File: config.mk
export PLATFORM = sky130hd
export DESIGN_NAME = control_unit
export DESIGN_NICKNAME = d
export VERILOG_FILES = /design/src/rtl/cpu_ctrl_pkg.sv /design/src/rtl/cu_decode.sv /design/src/rtl/control_unit.sv
export SDC_FILE = /design/constraint.sdc
export NUM_CORES = 1
export LEC_CHECK = 0
export CORE_MARGIN = 5
export CORE_UTILIZATION = 41
export CTS_CLUSTER_SIZE = 30
export DETAILED_ROUTE_END_ITERATION = 10
export PLACE_DENSITY = 0.95
export SYNTH_ARGS = -nofsm -noshare
export SYNTH_HDL_FRONTEND = slang
export SYNTH_HIERARCHICAL = 1
export SYNTH_SLANG_ARGS = --single-unit
File: constraint.sdc
create_clock -name clk -period 12.11 [get_ports clk]
set_clock_uncertainty 0.15 [all_clocks]
set_input_delay 3.633 -clock clk [delete_from_list [all_inputs] [get_ports clk]]
set_output_delay 3.633 -clock clk [all_outputs]
set_load 0.05 [all_outputs]
File: src/rtl/cpu_ctrl_pkg.sv
// Package: cpu_ctrl_pkg
// Shared definitions for the hardwired control unit:
//   - instruction/opcode field widths
//   - opcode and ALU-operation encodings
//   - FSM state encoding (4 bit)
//   - instruction-class encoding produced by cu_decode
// Optional feature macro used by the control unit: CU_MEM_WAIT_EN.
package cpu_ctrl_pkg;

    localparam int unsigned IRW_DEF = 32;
    localparam int unsigned OPW_DEF = 5;

    // Opcodes
    localparam logic [OPW_DEF-1:0] OP_LD   = 5'b00000;
    localparam logic [OPW_DEF-1:0] OP_LDI  = 5'b00001;
    localparam logic [OPW_DEF-1:0] OP_ST   = 5'b00010;
    localparam logic [OPW_DEF-1:0] OP_ADD  = 5'b00011;
    localparam logic [OPW_DEF-1:0] OP_SUB  = 5'b00100;
    localparam logic [OPW_DEF-1:0] OP_AND  = 5'b00101;
    localparam logic [OPW_DEF-1:0] OP_OR   = 5'b00110;
    localparam logic [OPW_DEF-1:0] OP_ADDI = 5'b01100;
    localparam logic [OPW_DEF-1:0] OP_ANDI = 5'b01101;
    localparam logic [OPW_DEF-1:0] OP_ORI  = 5'b01110;
    localparam logic [OPW_DEF-1:0] OP_BRX  = 5'b10010;
    localparam logic [OPW_DEF-1:0] OP_JR   = 5'b10100;
    localparam logic [OPW_DEF-1:0] OP_NOP  = 5'b11010;
    localparam logic [OPW_DEF-1:0] OP_HALT = 5'b11011;

    // ALU operations driven on alu_op (same encoding as the R-type opcodes)
    localparam logic [OPW_DEF-1:0] ALU_NONE = 5'b00000;
    localparam logic [OPW_DEF-1:0] ALU_ADD  = 5'b00011;
    localparam logic [OPW_DEF-1:0] ALU_AND  = 5'b00101;
    localparam logic [OPW_DEF-1:0] ALU_OR   = 5'b00110;

    typedef enum logic [3:0] {
        StRst  = 4'd0,
        StT0   = 4'd1,
        StT1   = 4'd2,
        StT2   = 4'd3,
        StT3   = 4'd4,
        StT4   = 4'd5,
        StT5   = 4'd6,
        StT6   = 4'd7,
        StT7   = 4'd8,
        StHalt = 4'd9
    } state_e;

    typedef enum logic [3:0] {
        ClsRtype = 4'd0,
        ClsImm   = 4'd1,
        ClsLdi   = 4'd2,
        ClsLd    = 4'd3,
        ClsSt    = 4'd4,
        ClsBrx   = 4'd5,
        ClsJr    = 4'd6,
        ClsNop   = 4'd7,
        ClsHalt  = 4'd8
    } instr_class_e;

    // ldi, ld and st all form base + constant in T3/T4
    function automatic logic is_base_addr(input instr_class_e cls);
        return (cls == ClsLdi) || (cls == ClsLd) || (cls == ClsSt);
    endfunction

endpackage

File: src/rtl/cu_decode.sv
// Module: cu_decode
// Combinational opcode decoder for the control unit.
// Ports:
//   i_opcode  in   OPW  opcode field of the IR
//   o_class   out  4    instruction class (instr_class_e)
//   o_alu_op  out  OPW  ALU operation used by the class's ALU step
module cu_decode
    import cpu_ctrl_pkg::*;
(
    input  logic [OPW_DEF-1:0] i_opcode,
    output instr_class_e       o_class,
    output logic [OPW_DEF-1:0] o_alu_op
);

    always_comb begin
        o_class  = ClsNop;
        // Address and branch-target arithmetic is an add.
        o_alu_op = ALU_ADD;
        unique case (i_opcode)
            OP_ADD, OP_SUB, OP_AND, OP_OR: begin
                o_class  = ClsRtype;
                o_alu_op = i_opcode;
            end
            OP_ADDI: begin
                o_class  = ClsImm;
                o_alu_op = ALU_ADD;
            end
            OP_ANDI: begin
                o_class  = ClsImm;
                o_alu_op = ALU_AND;
            end
            OP_ORI: begin
                o_class  = ClsImm;
                o_alu_op = ALU_OR;
            end
            OP_LDI:  o_class = ClsLdi;
            OP_LD:   o_class = ClsLd;
            OP_ST:   o_class = ClsSt;
            OP_BRX:  o_class = ClsBrx;
            OP_JR:   o_class = ClsJr;
            OP_HALT: o_class = ClsHalt;
            default: o_class = ClsNop;
        endcase
    end

endmodule

File: src/rtl/control_unit.sv
// Module: control_unit
// Hardwired control FSM: fetches, decodes and sequences each instruction by driving the
// datapath's bus/register strobes, one control step per clock.
// Ports:
//   clk, clr (sync, active-high)             clock and reset
//   ir [IRW-1:0], con_ff                     IR contents, branch condition flip-flop
//   mem_ready                                memory handshake (CU_MEM_WAIT_EN only)
//   PCout Zlowout MDRout BAout Cout          bus drivers
//   MARin MDRin IRin Yin Zin PCin CONin      register loads
//   IncPC Read Write RAM_read RAM_write      PC/memory controls
//   GRA GRB GRC Rin Rout                     register-field select/strobe
//   alu_op [OPW-1:0]                         ALU operation
//   run                                      1 while executing (0 in RST and HALT)
// Configuration macro: CU_MEM_WAIT_EN -- adds mem_ready; T1, ld-T6 and st-T7 hold until it
// is high at the clock edge.
module control_unit
    import cpu_ctrl_pkg::*;
#(
    parameter int unsigned IRW = IRW_DEF,
    parameter int unsigned OPW = OPW_DEF
) (
    input  logic           clk,
    input  logic           clr,
    input  logic [IRW-1:0] ir,
    input  logic           con_ff,
`ifdef CU_MEM_WAIT_EN
    input  logic           mem_ready,
`endif
    output logic           PCout,
    output logic           Zlowout,
    output logic           MDRout,
    output logic           BAout,
    output logic           Cout,
    output logic           MARin,
    output logic           MDRin,
    output logic           IRin,
    output logic           Yin,
    output logic           Zin,
    output logic           PCin,
    output logic           CONin,
    output logic           IncPC,
    output logic           Read,
    output logic           Write,
    output logic           RAM_read,
    output logic           RAM_write,
    output logic           GRA,
    output logic           GRB,
    output logic           GRC,
    output logic           Rin,
    output logic           Rout,
    output logic [OPW-1:0] alu_op,
    output logic           run
);

    state_e             r_state;
    state_e             w_state_next;
    instr_class_e       w_class;
    logic [OPW-1:0]     w_alu_op;
    logic               w_mem_ready;
    logic               w_unused_ir;

`ifdef CU_MEM_WAIT_EN
    assign w_mem_ready = mem_ready;
`else
    assign w_mem_ready = 1'b1;
`endif

    // Only the opcode field matters to control.
    assign w_unused_ir = ^ir[IRW-OPW-1:0];

    cu_decode u_decode (
        .i_opcode (ir[IRW-1 -: OPW]),
        .o_class  (w_class),
        .o_alu_op (w_alu_op)
    );

    always_ff @(posedge clk) begin
        if (clr) begin
            r_state <= StRst;
        end else begin
            r_state <= w_state_next;
        end
    end

    // Next state. The T2 halt/nop decision reads ir during T2, so the fetched word must be
    // visible on ir by then.
    always_comb begin
        w_state_next = StT0;
        unique case (r_state)
            StRst:  w_state_next = StT0;
            StT0:   w_state_next = StT1;
            StT1:   w_state_next = w_mem_ready ? StT2 : StT1;
            StT2: begin
                if (w_class == ClsHalt) begin
                    w_state_next = StHalt;
                end else if (w_class == ClsNop) begin
                    w_state_next = StT0;
                end else begin
                    w_state_next = StT3;
                end
            end
            StT3:   w_state_next = (w_class == ClsJr) ? StT0 : StT4;
            StT4:   w_state_next = StT5;
            StT5: begin
                if ((w_class == ClsLd) || (w_class == ClsSt) || (w_class == ClsBrx)) begin
                    w_state_next = StT6;
                end else begin
                    w_state_next = StT0;
                end
            end
            StT6: begin
                if (w_class == ClsLd) begin
                    w_state_next = w_mem_ready ? StT7 : StT6;
                end else if (w_class == ClsSt) begin
                    w_state_next = StT7;
                end else begin
                    w_state_next = StT0;
                end
            end
            StT7: begin
                if ((w_class == ClsSt) && !w_mem_ready) begin
                    w_state_next = StT7;
                end else begin
                    w_state_next = StT0;
                end
            end
            StHalt: w_state_next = StHalt;
            default: w_state_next = StT0;
        endcase
    end

    // Moore outputs from (state, instruction class); brx-T6 also looks at con_ff.
    always_comb begin
        PCout     = 1'b0;
        Zlowout   = 1'b0;
        MDRout    = 1'b0;
        BAout     = 1'b0;
        Cout      = 1'b0;
        MARin     = 1'b0;
        MDRin     = 1'b0;
        IRin      = 1'b0;
        Yin       = 1'b0;
        Zin       = 1'b0;
        PCin      = 1'b0;
        CONin     = 1'b0;
        IncPC     = 1'b0;
        Read      = 1'b0;
        Write     = 1'b0;
        RAM_read  = 1'b0;
        RAM_write = 1'b0;
        GRA       = 1'b0;
        GRB       = 1'b0;
        GRC       = 1'b0;
        Rin       = 1'b0;
        Rout      = 1'b0;
        alu_op    = ALU_NONE;
        run       = (r_state != StRst) && (r_state != StHalt);

        unique case (r_state)
            StT0: begin
                PCout = 1'b1;
                MARin = 1'b1;
                IncPC = 1'b1;
                Zin   = 1'b1;
            end
            StT1: begin
                Zlowout  = 1'b1;
                PCin     = 1'b1;
                Read     = 1'b1;
                RAM_read = 1'b1;
                MDRin    = 1'b1;
            end
            StT2: begin
                MDRout = 1'b1;
                IRin   = 1'b1;
            end
            StT3: begin
                if ((w_class == ClsRtype) || (w_class == ClsImm)) begin
                    GRB  = 1'b1;
                    Rout = 1'b1;
                    Yin  = 1'b1;
                end else if (is_base_addr(w_class)) begin
                    // BAout reads R0 as zero, giving an absolute address when rb = R0.
                    GRB   = 1'b1;
                    BAout = 1'b1;
                    Yin   = 1'b1;
                end else if (w_class == ClsBrx) begin
                    GRA   = 1'b1;
                    Rout  = 1'b1;
                    CONin = 1'b1;
                end else if (w_class == ClsJr) begin
                    GRA  = 1'b1;
                    Rout = 1'b1;
                    PCin = 1'b1;
                end
            end
            StT4: begin
                if (w_class == ClsRtype) begin
                    GRC    = 1'b1;
                    Rout   = 1'b1;
                    Zin    = 1'b1;
                    alu_op = w_alu_op;
                end else if ((w_class == ClsImm) || is_base_addr(w_class)) begin
                    Cout   = 1'b1;
                    Zin    = 1'b1;
                    alu_op = w_alu_op;
                end else if (w_class == ClsBrx) begin
                    PCout = 1'b1;
                    Yin   = 1'b1;
                end
            end
            StT5: begin
                if ((w_class == ClsRtype) || (w_class == ClsImm) || (w_class == ClsLdi)) begin
                    Zlowout = 1'b1;
                    GRA     = 1'b1;
                    Rin     = 1'b1;
                end else if ((w_class == ClsLd) || (w_class == ClsSt)) begin
                    Zlowout = 1'b1;
                    MARin   = 1'b1;
                end else if (w_class == ClsBrx) begin
                    Cout   = 1'b1;
                    Zin    = 1'b1;
                    alu_op = w_alu_op;
                end
            end
            StT6: begin
                if (w_class == ClsLd) begin
                    Read     = 1'b1;
                    RAM_read = 1'b1;
                    MDRin    = 1'b1;
                end else if (w_class == ClsSt) begin
                    GRA   = 1'b1;
                    Rout  = 1'b1;
                    MDRin = 1'b1;
                end else if ((w_class == ClsBrx) && con_ff) begin
                    Zlowout = 1'b1;
                    PCin    = 1'b1;
                end
            end
            StT7: begin
                if (w_class == ClsLd) begin
                    MDRout = 1'b1;
                    GRA    = 1'b1;
                    Rin    = 1'b1;
                end else if (w_class == ClsSt) begin
                    Write     = 1'b1;
                    RAM_write = 1'b1;
                end
            end
            default: ;
        endcase
    end

endmodule
==> results.sh, run 1 <==
export IMPL_synth_area_sq_um=1050
export IMPL_outcome="complete, no violations"
export IMPL_routed_wl_met2_um=1320
export IMPL_postCtsResizedCells=0
export IMPL_finalSetupViolCount=0
export IMPL_clock_fmax_mhz=90.8
export IMPL_cp_num_buf_inv=2
export IMPL_tritoncts="built"
export IMPL_seqPwrFrac_pct=19.1
export IMPL_final_nets=218
export IMPL_fin_tns_setup_ns=0
export IMPL_path_clk_slew_ns=0.04
export IMPL_ys_flop_type="dfxtp_1"
export IMPL_period_needed_ns=11.02
export IMPL_drcViolationCount=0
export IMPL_synthCells=157
export IMPL_largest_register_ffs=4
export IMPL_drt_total_wl_um=2900
export IMPL_ys_warn_count=6
export IMPL_grt_usage_pct=16.4
export IMPL_grt_overflow_total=0
export IMPL_cp_depth=9
export IMPL_p_leak_nw=0.517
export IMPL_power_density_nw_per_um2=72.9
export IMPL_crit_slowest_cell="mux2i_1"
export IMPL_p_int_mw=0.0490
export IMPL_synthArstFlopShare_pct=0
export IMPL_antenna_left=0
export IMPL_cp_required_ns=8.33
export IMPL_p_clk_share_pct=16.8
export IMPL_antenna_found_initial=0
export IMPL_ys_ff_latch=4
export IMPL_avgSynthCellArea_sq_um=6.68
export IMPL_stdcell_count=211
export IMPL_final_cell_mix="clkdlybuf4s50_1 (33), nor2_1 (16), o21ai_0 (10), nand2_1 (10), a21oi_1 (10)"
export IMPL_die_x_um=60.6
export IMPL_row_count=18
export IMPL_syn2layout_area_growth_pct=30.8
export IMPL_grt_max_degree=20
export IMPL_worstSkewPairLatency_ns=0.24
export IMPL_hold_path_class="register to register"
export IMPL_die_h_um=60.6
export IMPL_cp_cell_sequence="clkdlybuf4s50_1 -> nor2_1 -> o21a_1 -> mux2i_1 -> nand2b_1 -> o32a_1 -> a21oi_2 -> and2_1 -> clkdlybuf4s50_1"
export IMPL_cpMostUsedCell="clkdlybuf4s50_1"
export IMPL_antennaDiodeCount=0
export IMPL_synth_edff_count=0
export IMPL_numCtsBuffers=3
export IMPL_ios=63
export IMPL_final_common_cell="clkdlybuf4s50_1"
export IMPL_crit_path_max_fanout=16
export IMPL_portBuffers=33
export IMPL_slowest_delay_ns=0.86
export IMPL_detail_route_vias_per_cell=5.77
export IMPL_drtIter0Drc=48
export IMPL_switching_share_pct=51.0
export IMPL_maxCapViolCount=0
export IMPL_largest_register="r_state"
export IMPL_period_share_pct=91.0
export IMPL_die_area_sq_um=3670
export IMPL_postLayoutCellArea_sq_um=1370
export IMPL_cts_sinks=4
export IMPL_gp_congestion=0.931
export IMPL_wire_per_inst_um=13.7
export IMPL_synth_distinct_cells=54
export IMPL_yosysSeqAreaShare_pct=7.64
export IMPL_critical_path_top_delay_family="buffers and inverters"
export IMPL_dp_cells=208
export IMPL_ir_worst_vdd_mv=0.0636
export IMPL_critPathCaptureType="output port"
export IMPL_core_sq_um=2450
export IMPL_arrival_ns=7.23
export IMPL_clockBufferDepth=2
export IMPL_rsz0062_at_grt="no"
export IMPL_first_pass_iters=4
export IMPL_r2r_cells=4
export IMPL_p_comb_share_pct=64.1
export IMPL_dr_wl_met3_um=283
export IMPL_grt_pass1_wl_um=4740
export IMPL_reg_top3="r_state (4)"
export IMPL_dpl_cell_area_sq_um=1350
export IMPL_initial_core_util_pct=42.7
export IMPL_start_kind="input pin"
export IMPL_drive_above_1_share_pct=11.6
export IMPL_power_switching_mw=0.0510
export IMPL_timing_final_hold_violations=0
export IMPL_tightest_slew_ns=1.12
export IMPL_htreeDepth=1
export IMPL_cts_hold_buf=0
export IMPL_slew_headroom_pct=23.5
export IMPL_holdPathStages=1
export IMPL_hpwl_um=2130
export IMPL_ctsRootBufferMaster="clkbuf_4"
export IMPL_crit_type="input pin to output port"
export IMPL_post_cts_buffers=0
export IMPL_num_vias=1218
export IMPL_grt_pass1_vias=1080
export IMPL_top_layer="met3"
export IMPL_wl_met1_um=1290
export IMPL_finalMaxSlewViolations=0
layer usage:
layer  up-vias  global-route usage [%]
met5         -                       0
met4         0                    2.17
met3         0                    4.04
met2        49                    26.7
met1       555                    22.6
li1        614                       -
power groups by stage:
stage | sequential (mW) | combinational (mW) | clock (mW)
6_report | 0.0191 | 0.0641 | 0.0168
3_5_place_dp | 0.0191 | 0.0637 | 0
2_1_floorplan | 0.0153 | 0.0500 | 0
5_1_grt | 0.0195 | 0.0686 | 0.0191
3_3_place_gp | 0.0189 | 0.0629 | 0
4_1_cts | 0.0189 | 0.0640 | 0.0176
metrics by stage:
step | worst slack [ns] | utilization [%] | hold WS (ns) | power [mW]
CTS | 1.10 | 55.9 | 0.582 | 0.100
detailed placement | 1.13 | 54.9 | 0.568 | 0.0828
global placement | 1.21 | 54.9 | 0.549 | 0.0818
floorplan | 2.06 | - | 0.501 | 0.0653
finish | 1.09 | 55.9 | 0.586 | 0.100
global route | 0.850 | 55.9 | 0.617 | 0.107
kinds of logic (layout without fill, tap and decap cells):
kind of cell / Yosys count / after routing / share of synthesized area, %
buffers and inverters: 24 / 47 / 11.8
XOR/XNOR: 1 / 1 / 0.835
flip-flops: 4 / 4 / 7.64
multiplexers: 2 / 2 / 2.03
AO/OA/AOI/OAI: 46 / 46 / 30.4
other: 1 / 2 / 0.358
AND/OR/NAND/NOR: 79 / 79 / 46.9
worst register-to-register path, delay by kind of cell (launching register included):
family             cells  cell delay (ns)
AOI/OAI and AO/OA      2             0.48
DFF                    1             0.67
and+or+nand+nor        2             0.39
cells in the mapped netlist (all sizes together), types with 4 or more instances:
master  instances  area [sq um]
dfxtp           4          80.1
nand2          10          37.5
inv             8          30.0
and2            8          50.1
o21ai          12          60.1
nor2b           7          43.8
a21oi          11          58.8
nor2           16          60.1
buf            13          82.6
and3            5          31.3
nand2b          6          37.5
final cells by class:
class / count / area [sq um]
Inverter: 8 / 30.0
Multi-Input combinational cell: 130 / 848
Timing Repair Buffer: 36 / 353
Tap cell: 30 / 37.5
Fill cell: 226 / 1080
Sequential cell: 4 / 80.1
Clock buffer: 3 / 22.5
final timing paths:
check	start	end	slack, ns
worst max-delay path	ir[27]	alu_op[2]	1.09
worst min-delay path	r_state[0]	r_state[3]	0.59
worst max register to register	r_state[3]	r_state[2]	10.30
worst min register to register	r_state[0]	r_state[3]	0.59
No activity file was read; power rests on OpenSTA's default activity.
==> inputs of run 2 (changes only) <==
--- a/config.mk
+++ b/config.mk
@@ -5,6 +5,7 @@
 export SDC_FILE = /design/constraint.sdc
 export NUM_CORES = 1
 export LEC_CHECK = 0
+export CORE_ASPECT_RATIO = 1.5
 export CORE_MARGIN = 5
 export CORE_UTILIZATION = 41
 export CTS_CLUSTER_SIZE = 30
==> run 2 against run 1 <==
Net effect:
- via count shrank 0.49%
- final cell count shrank 2.8%
- fmax grew 0.82%
- critical path depth is the same
- sequential power is essentially flat
- flip-flop and latch count is the same
- hold slack lost 0.017 ns
- sequential share of layout area is essentially flat
- global-route usage shrank 0.64 points
- critical path type unchanged
- final area shrank 0.55%
- register-to-register slack is essentially flat
- non-clock buffer count is the same
==> results.sh, run 2 (synthesis gave the netlist of run 1 again) <==
export IMPL_outcome="complete, no violations"
export IMPL_dr_wl_met3_um=147
export IMPL_fin_ws_ns=1.18
export IMPL_post_cts_buffers=0
export IMPL_drcViolationCount=0
export IMPL_cts_sinks=4
export IMPL_num_vias=1212
export IMPL_numCtsBuffers=3
export IMPL_slew_headroom_pct=25.5
export IMPL_hold_path_class="register to register"
export IMPL_period_share_pct=90.2
export IMPL_start_kind="input pin"
export IMPL_worstSkewPairLatency_ns=0.24
export IMPL_grt_overflow_total=0
export IMPL_grt_pass1_wl_um=4750
export IMPL_arrival_ns=7.14
export IMPL_critPathCaptureType="output port"
export IMPL_crit_path_max_fanout=16
export IMPL_top_layer="met4"
export IMPL_drt_total_wl_um=2880
export IMPL_postLayoutCellArea_sq_um=1360
export IMPL_clockBufferDepth=2
export IMPL_nFillCells=215
export IMPL_p_leak_nw=0.517
export IMPL_hpwl_um=2210
export IMPL_grt_max_degree=20
export IMPL_rsz0062_at_grt="no"
export IMPL_gp_congestion=0.797
export IMPL_final_nets=218
export IMPL_crit_path_start="ir[27]"
export IMPL_crit_slowest_cell="mux2i_1"
export IMPL_antenna_found_initial=0
export IMPL_tightest_slew_ns=1.09
export IMPL_crit_type="input pin to output port"
export IMPL_drtIter0Drc=45
export IMPL_holdPathStages=1
export IMPL_detail_route_vias_per_cell=5.91
export IMPL_wl_met1_um=1120
export IMPL_slowest_delay_ns=0.84
export IMPL_die_area_sq_um=3690
export IMPL_hold_start="r_state[0]"
export IMPL_initial_core_util_pct=42.8
export IMPL_die_x_um=51.3
export IMPL_clock_fmax_mhz=91.5
export IMPL_htreeDepth=1
export IMPL_drive_above_1_share_pct=11.6
export IMPL_pre_cts_ws_ns=1.21
export IMPL_core_sq_um=2450
export IMPL_largest_register_ffs=4
export IMPL_cts_hold_buf=0
export IMPL_largest_register="r_state"
export IMPL_ctsRootBufferMaster="clkbuf_4"
export IMPL_portBuffers=33
export IMPL_postCtsResizedCells=0
export IMPL_fin_tns_setup_ns=0
export IMPL_r2r_start="r_state[2]"
export IMPL_syn2layout_area_growth_pct=30.1
export IMPL_power_density_nw_per_um2=73.2
export IMPL_reg_top3="r_state (4)"
export IMPL_cp_required_ns=8.33
export IMPL_grt_usage_pct=15.8
export IMPL_cp_cell_sequence="clkdlybuf4s50_1 -> nor2_1 -> o21a_1 -> mux2i_1 -> nand2b_1 -> o32a_1 -> a21oi_2 -> and2_1 -> clkdlybuf4s50_1"
export IMPL_ios=63
export IMPL_path_clk_slew_ns=0.04
export IMPL_first_pass_iters=4
export IMPL_timing_final_hold_violations=0
export IMPL_period_needed_ns=10.93
export IMPL_cpMostUsedCell="clkdlybuf4s50_1"
export IMPL_row_count=22
export IMPL_final_cell_mix="clkdlybuf4s50_1 (33), nor2_1 (16), o21ai_0 (10), nand2_1 (10), a21oi_1 (10)"
export IMPL_die_h_um=71.9
export IMPL_maxCapViolCount=0
export IMPL_ir_worst_vdd_mv=0.0357
export IMPL_power_mw=0.0998
export IMPL_antennaDiodeCount=0
export IMPL_routed_wl_met2_um=1570
export IMPL_antenna_left=0
export IMPL_tritoncts="built"
export IMPL_wire_per_inst_um=14.0
export IMPL_multi_input_area_sq_um=848
export IMPL_final_common_cell="clkdlybuf4s50_1"
export IMPL_r2r_cells=4
export IMPL_grt_pass1_vias=1113
export IMPL_finalSetupViolCount=0
export IMPL_finalMaxSlewViolations=0
export IMPL_dpl_cell_area_sq_um=1340
export IMPL_seqCellArea_sq_um=80.1
[run 2: cell counts in the layout (fill, tap and decap cells not counted)]
No cell type changed its count.
[run 2: final cells by class]
cell class,instances,area share [%]
inverters,8,2.20
repair buffers,36,25.9
clock buffers,3,1.65
flip-flops and latches,4,5.87
well taps,24,2.20
multi-input cells,130,62.2
[run 2: routing by layer]
layer,GRT usage (%),vias to the layer above
met5,0,-
met4,5.83,0
met3,2.26,4
met2,29.6,40
met1,17.6,555
li1,-,613
[run 2: where the power goes]
part / internal (mW) / switching, mW / leakage, nW
clock network: 0.0111 / 0.00564 / 0.0138
logic: 0.0236 / 0.0404 / 0.470
registers: 0.0143 / 0.00480 / 0.0327
[run 2: path summary, 6_finish.rpt]
| check | endpoint | slack [ns] |
|---|---|---|
| setup / recovery | alu_op[0] | 1.18 |
| hold / removal | r_state[3] | 0.57 |
| setup reg to reg | r_state[2] | 10.31 |
| hold reg to reg | r_state[3] | 0.57 |
[run 2: through the flow]
| stage | util, % | hold slack (ns) | std cells |
|---|---|---|---|
| 6_report | 55.7 | 0.569 | 205 |
| 5_1_grt | 55.7 | 0.617 | 205 |
| 4_1_cts | 55.7 | 0.565 | 205 |
| 3_5_place_dp | 54.7 | 0.562 | 202 |
| 3_3_place_gp | 54.7 | 0.550 | 202 |
| 2_1_floorplan | - | 0.501 | 158 |
[run 2: worst max-delay path: cells and delay by family]
kind	cells	cell delay (ns)
simple gates	3	0.43
buf+inv	2	1.44
mux	1	0.84
compound gates	3	0.79
==> inputs of run 3 (changes only) <==
--- a/config.mk
+++ b/config.mk
@@ -5,9 +5,11 @@
 export SDC_FILE = /design/constraint.sdc
 export NUM_CORES = 1
 export LEC_CHECK = 0
+export CAP_MARGIN = 20
 export CORE_ASPECT_RATIO = 1.5
 export CORE_MARGIN = 5
-export CORE_UTILIZATION = 41
+export CORE_UTILIZATION = 42
+export CTS_BUF_LIST = sky130_fd_sc_hd__clkbuf_4
 export CTS_CLUSTER_SIZE = 30
 export DETAILED_ROUTE_END_ITERATION = 10
 export PLACE_DENSITY = 0.95
==> run 3 against run 2 <==
Net effect:
- critical path depth is the same
- die area decreased by 2.0%
- critical endpoint is now alu_op[1]
- largest power group unchanged
- register-to-register slack about the same
- highest routed layer unchanged
- final cell count is the same
==> results.sh, run 3 (synthesis gave the netlist of run 1 again) <==
export IMPL_critPathCaptureType="output port"
export IMPL_ir_worst_vdd_mv=0.0369
export IMPL_core_sq_um=2420
export IMPL_timing_final_hold_violations=0
export IMPL_crit_type="input pin to output port"
export IMPL_drt_total_wl_um=2840
export IMPL_largest_register="r_state"
export IMPL_maxCapViolCount=0
export IMPL_critical_path_top_delay_family="buffers and inverters"
export IMPL_clockBufferDepth=2
export IMPL_antennaDiodeCount=0
export IMPL_grt_usage_pct=16.4
export IMPL_ios=63
export IMPL_worstSkewPairLatency_ns=0.25
export IMPL_dpl_cell_area_sq_um=1340
export IMPL_finalSetupViolCount=0
export IMPL_dp_cells=202
export IMPL_crit_slowest_cell="mux2i_1"
export IMPL_die_h_um=71.2
export IMPL_r2r_slack_ns=10.31
export IMPL_period_share_pct=90.1
export IMPL_reg_top3="r_state (4)"
export IMPL_die_x_um=50.8
export IMPL_cp_required_ns=8.33
export IMPL_cp_cell_sequence="clkdlybuf4s50_1 -> nor2_1 -> o21a_1 -> mux2i_1 -> nand2b_1 -> o32a_1 -> a21oi_2 -> and2_1 -> clkdlybuf4s50_1"
export IMPL_crit_path_max_fanout=16
export IMPL_top_usage_layer="met2"
export IMPL_grt_overflow_total=0
export IMPL_cts_hold_buf=0
export IMPL_fin_ws_ns=1.20
export IMPL_numCtsBuffers=3
export IMPL_outcome="complete, no violations"
export IMPL_cpMostUsedCell="clkdlybuf4s50_1"
export IMPL_holdPathStages=1
export IMPL_ctsRootBufferMaster="clkbuf_4"
export IMPL_slew_headroom_pct=27.2
export IMPL_grt_pass1_wl_um=4890
export IMPL_power_mw=0.101
export IMPL_grt_pass1_vias=1161
export IMPL_largest_register_ffs=4
export IMPL_stdcell_count=205
export IMPL_final_cell_mix="clkdlybuf4s50_1 (33), nor2_1 (16), o21ai_0 (10), nand2_1 (10), a21oi_1 (10)"
export IMPL_clock_fmax_mhz=91.7
export IMPL_tritoncts="built"
export IMPL_hold_start="r_state[0]"
export IMPL_postLayoutCellArea_sq_um=1360
export IMPL_hold_path_endpoint="r_state[3]"
export IMPL_arrival_ns=7.13
export IMPL_met2_usage_pct=29.3
export IMPL_pre_cts_ws_ns=1.21
export IMPL_syn2layout_area_growth_pct=30.1
export IMPL_drtIter0Drc=38
export IMPL_final_common_cell="clkdlybuf4s50_1"
export IMPL_drcViolationCount=0
export IMPL_num_vias=1191
export IMPL_portBuffers=33
export IMPL_die_area_sq_um=3620
export IMPL_slowest_delay_ns=0.82
export IMPL_wire_per_inst_um=13.8
export IMPL_p_leak_nw=0.517
export IMPL_first_pass_iters=4
export IMPL_antenna_found_initial=0
export IMPL_postLayoutCoreUtil_pct=56.3
export IMPL_fin_tns_setup_ns=0
export IMPL_post_cts_buffers=0
export IMPL_cp_num_buf_inv=2
export IMPL_htreeDepth=1
export IMPL_final_nets=218
export IMPL_path_clk_slew_ns=0.04
export IMPL_power_density_nw_per_um2=73.9
export IMPL_cp_depth=9
export IMPL_period_needed_ns=10.91
export IMPL_rsz0062_at_grt="no"
export IMPL_gp_congestion=0.855
export IMPL_use_met1_pct=17.8
export IMPL_grtUsageMet3_pct=2.11
export IMPL_row_count=22
export IMPL_r2r_start="r_state[2]"
export IMPL_tightest_slew_ns=1.06
export IMPL_grt_max_degree=20
export IMPL_hpwl_um=2150
export IMPL_antenna_left=0
export IMPL_postCtsResizedCells=0
export IMPL_detail_route_vias_per_cell=5.81
export IMPL_r2r_end="r_state[2]"
export IMPL_hold_slack_ns=0.580
export IMPL_drive_above_1_share_pct=11.6
export IMPL_hold_path_class="register to register"
export IMPL_start_kind="input pin"
export IMPL_initial_core_util_pct=43.3
export IMPL_cts_sinks=4
export IMPL_r2r_cells=4
export IMPL_finalMaxSlewViolations=0
[run 3: area by class of cell]
type,instances,area [sq um]
sequential,4,80.1
inverter,8,30.0
tap,24,30.0
fill,239,1060
clock buffer,3,22.5
timing repair buffer,36,353
multi-input combinational,130,848
[run 3: worst max-delay path by stage]
stage,start,to,slack (ns)
after floorplan,ir[28],GRA,2.06
after global placement,ir[27],alu_op[1],1.25
after detailed placement,ir[27],alu_op[2],1.21
after CTS,ir[27],alu_op[2],1.21
after global routing,ir[27],alu_op[1],0.89
final,ir[27],alu_op[1],1.20
[run 3: worst register-to-register path: stages (launching register included)]
cell and delay, ns:
dfxtp_1 0.65, and4bb_2 0.34, o22ai_2 0.17, nor2_1 0.06, o311a_1 0.32
[run 3: layer usage]
layer / part of all wire [%] / routed length (um) / up-vias
met4: 3.7 / 105 / 0
met3: 4.9 / 139 / 9
met1: 38 / 1090 / 540
met5: 0 / 0 / -
li1: - / - / 607
met2: 53 / 1500 / 35
[run 3: where the power goes]
part           leakage (nW)  switching (mW)  internal [mW]
combinational         0.470          0.0404         0.0236
clock                0.0138         0.00665         0.0112
sequential           0.0327         0.00468         0.0143
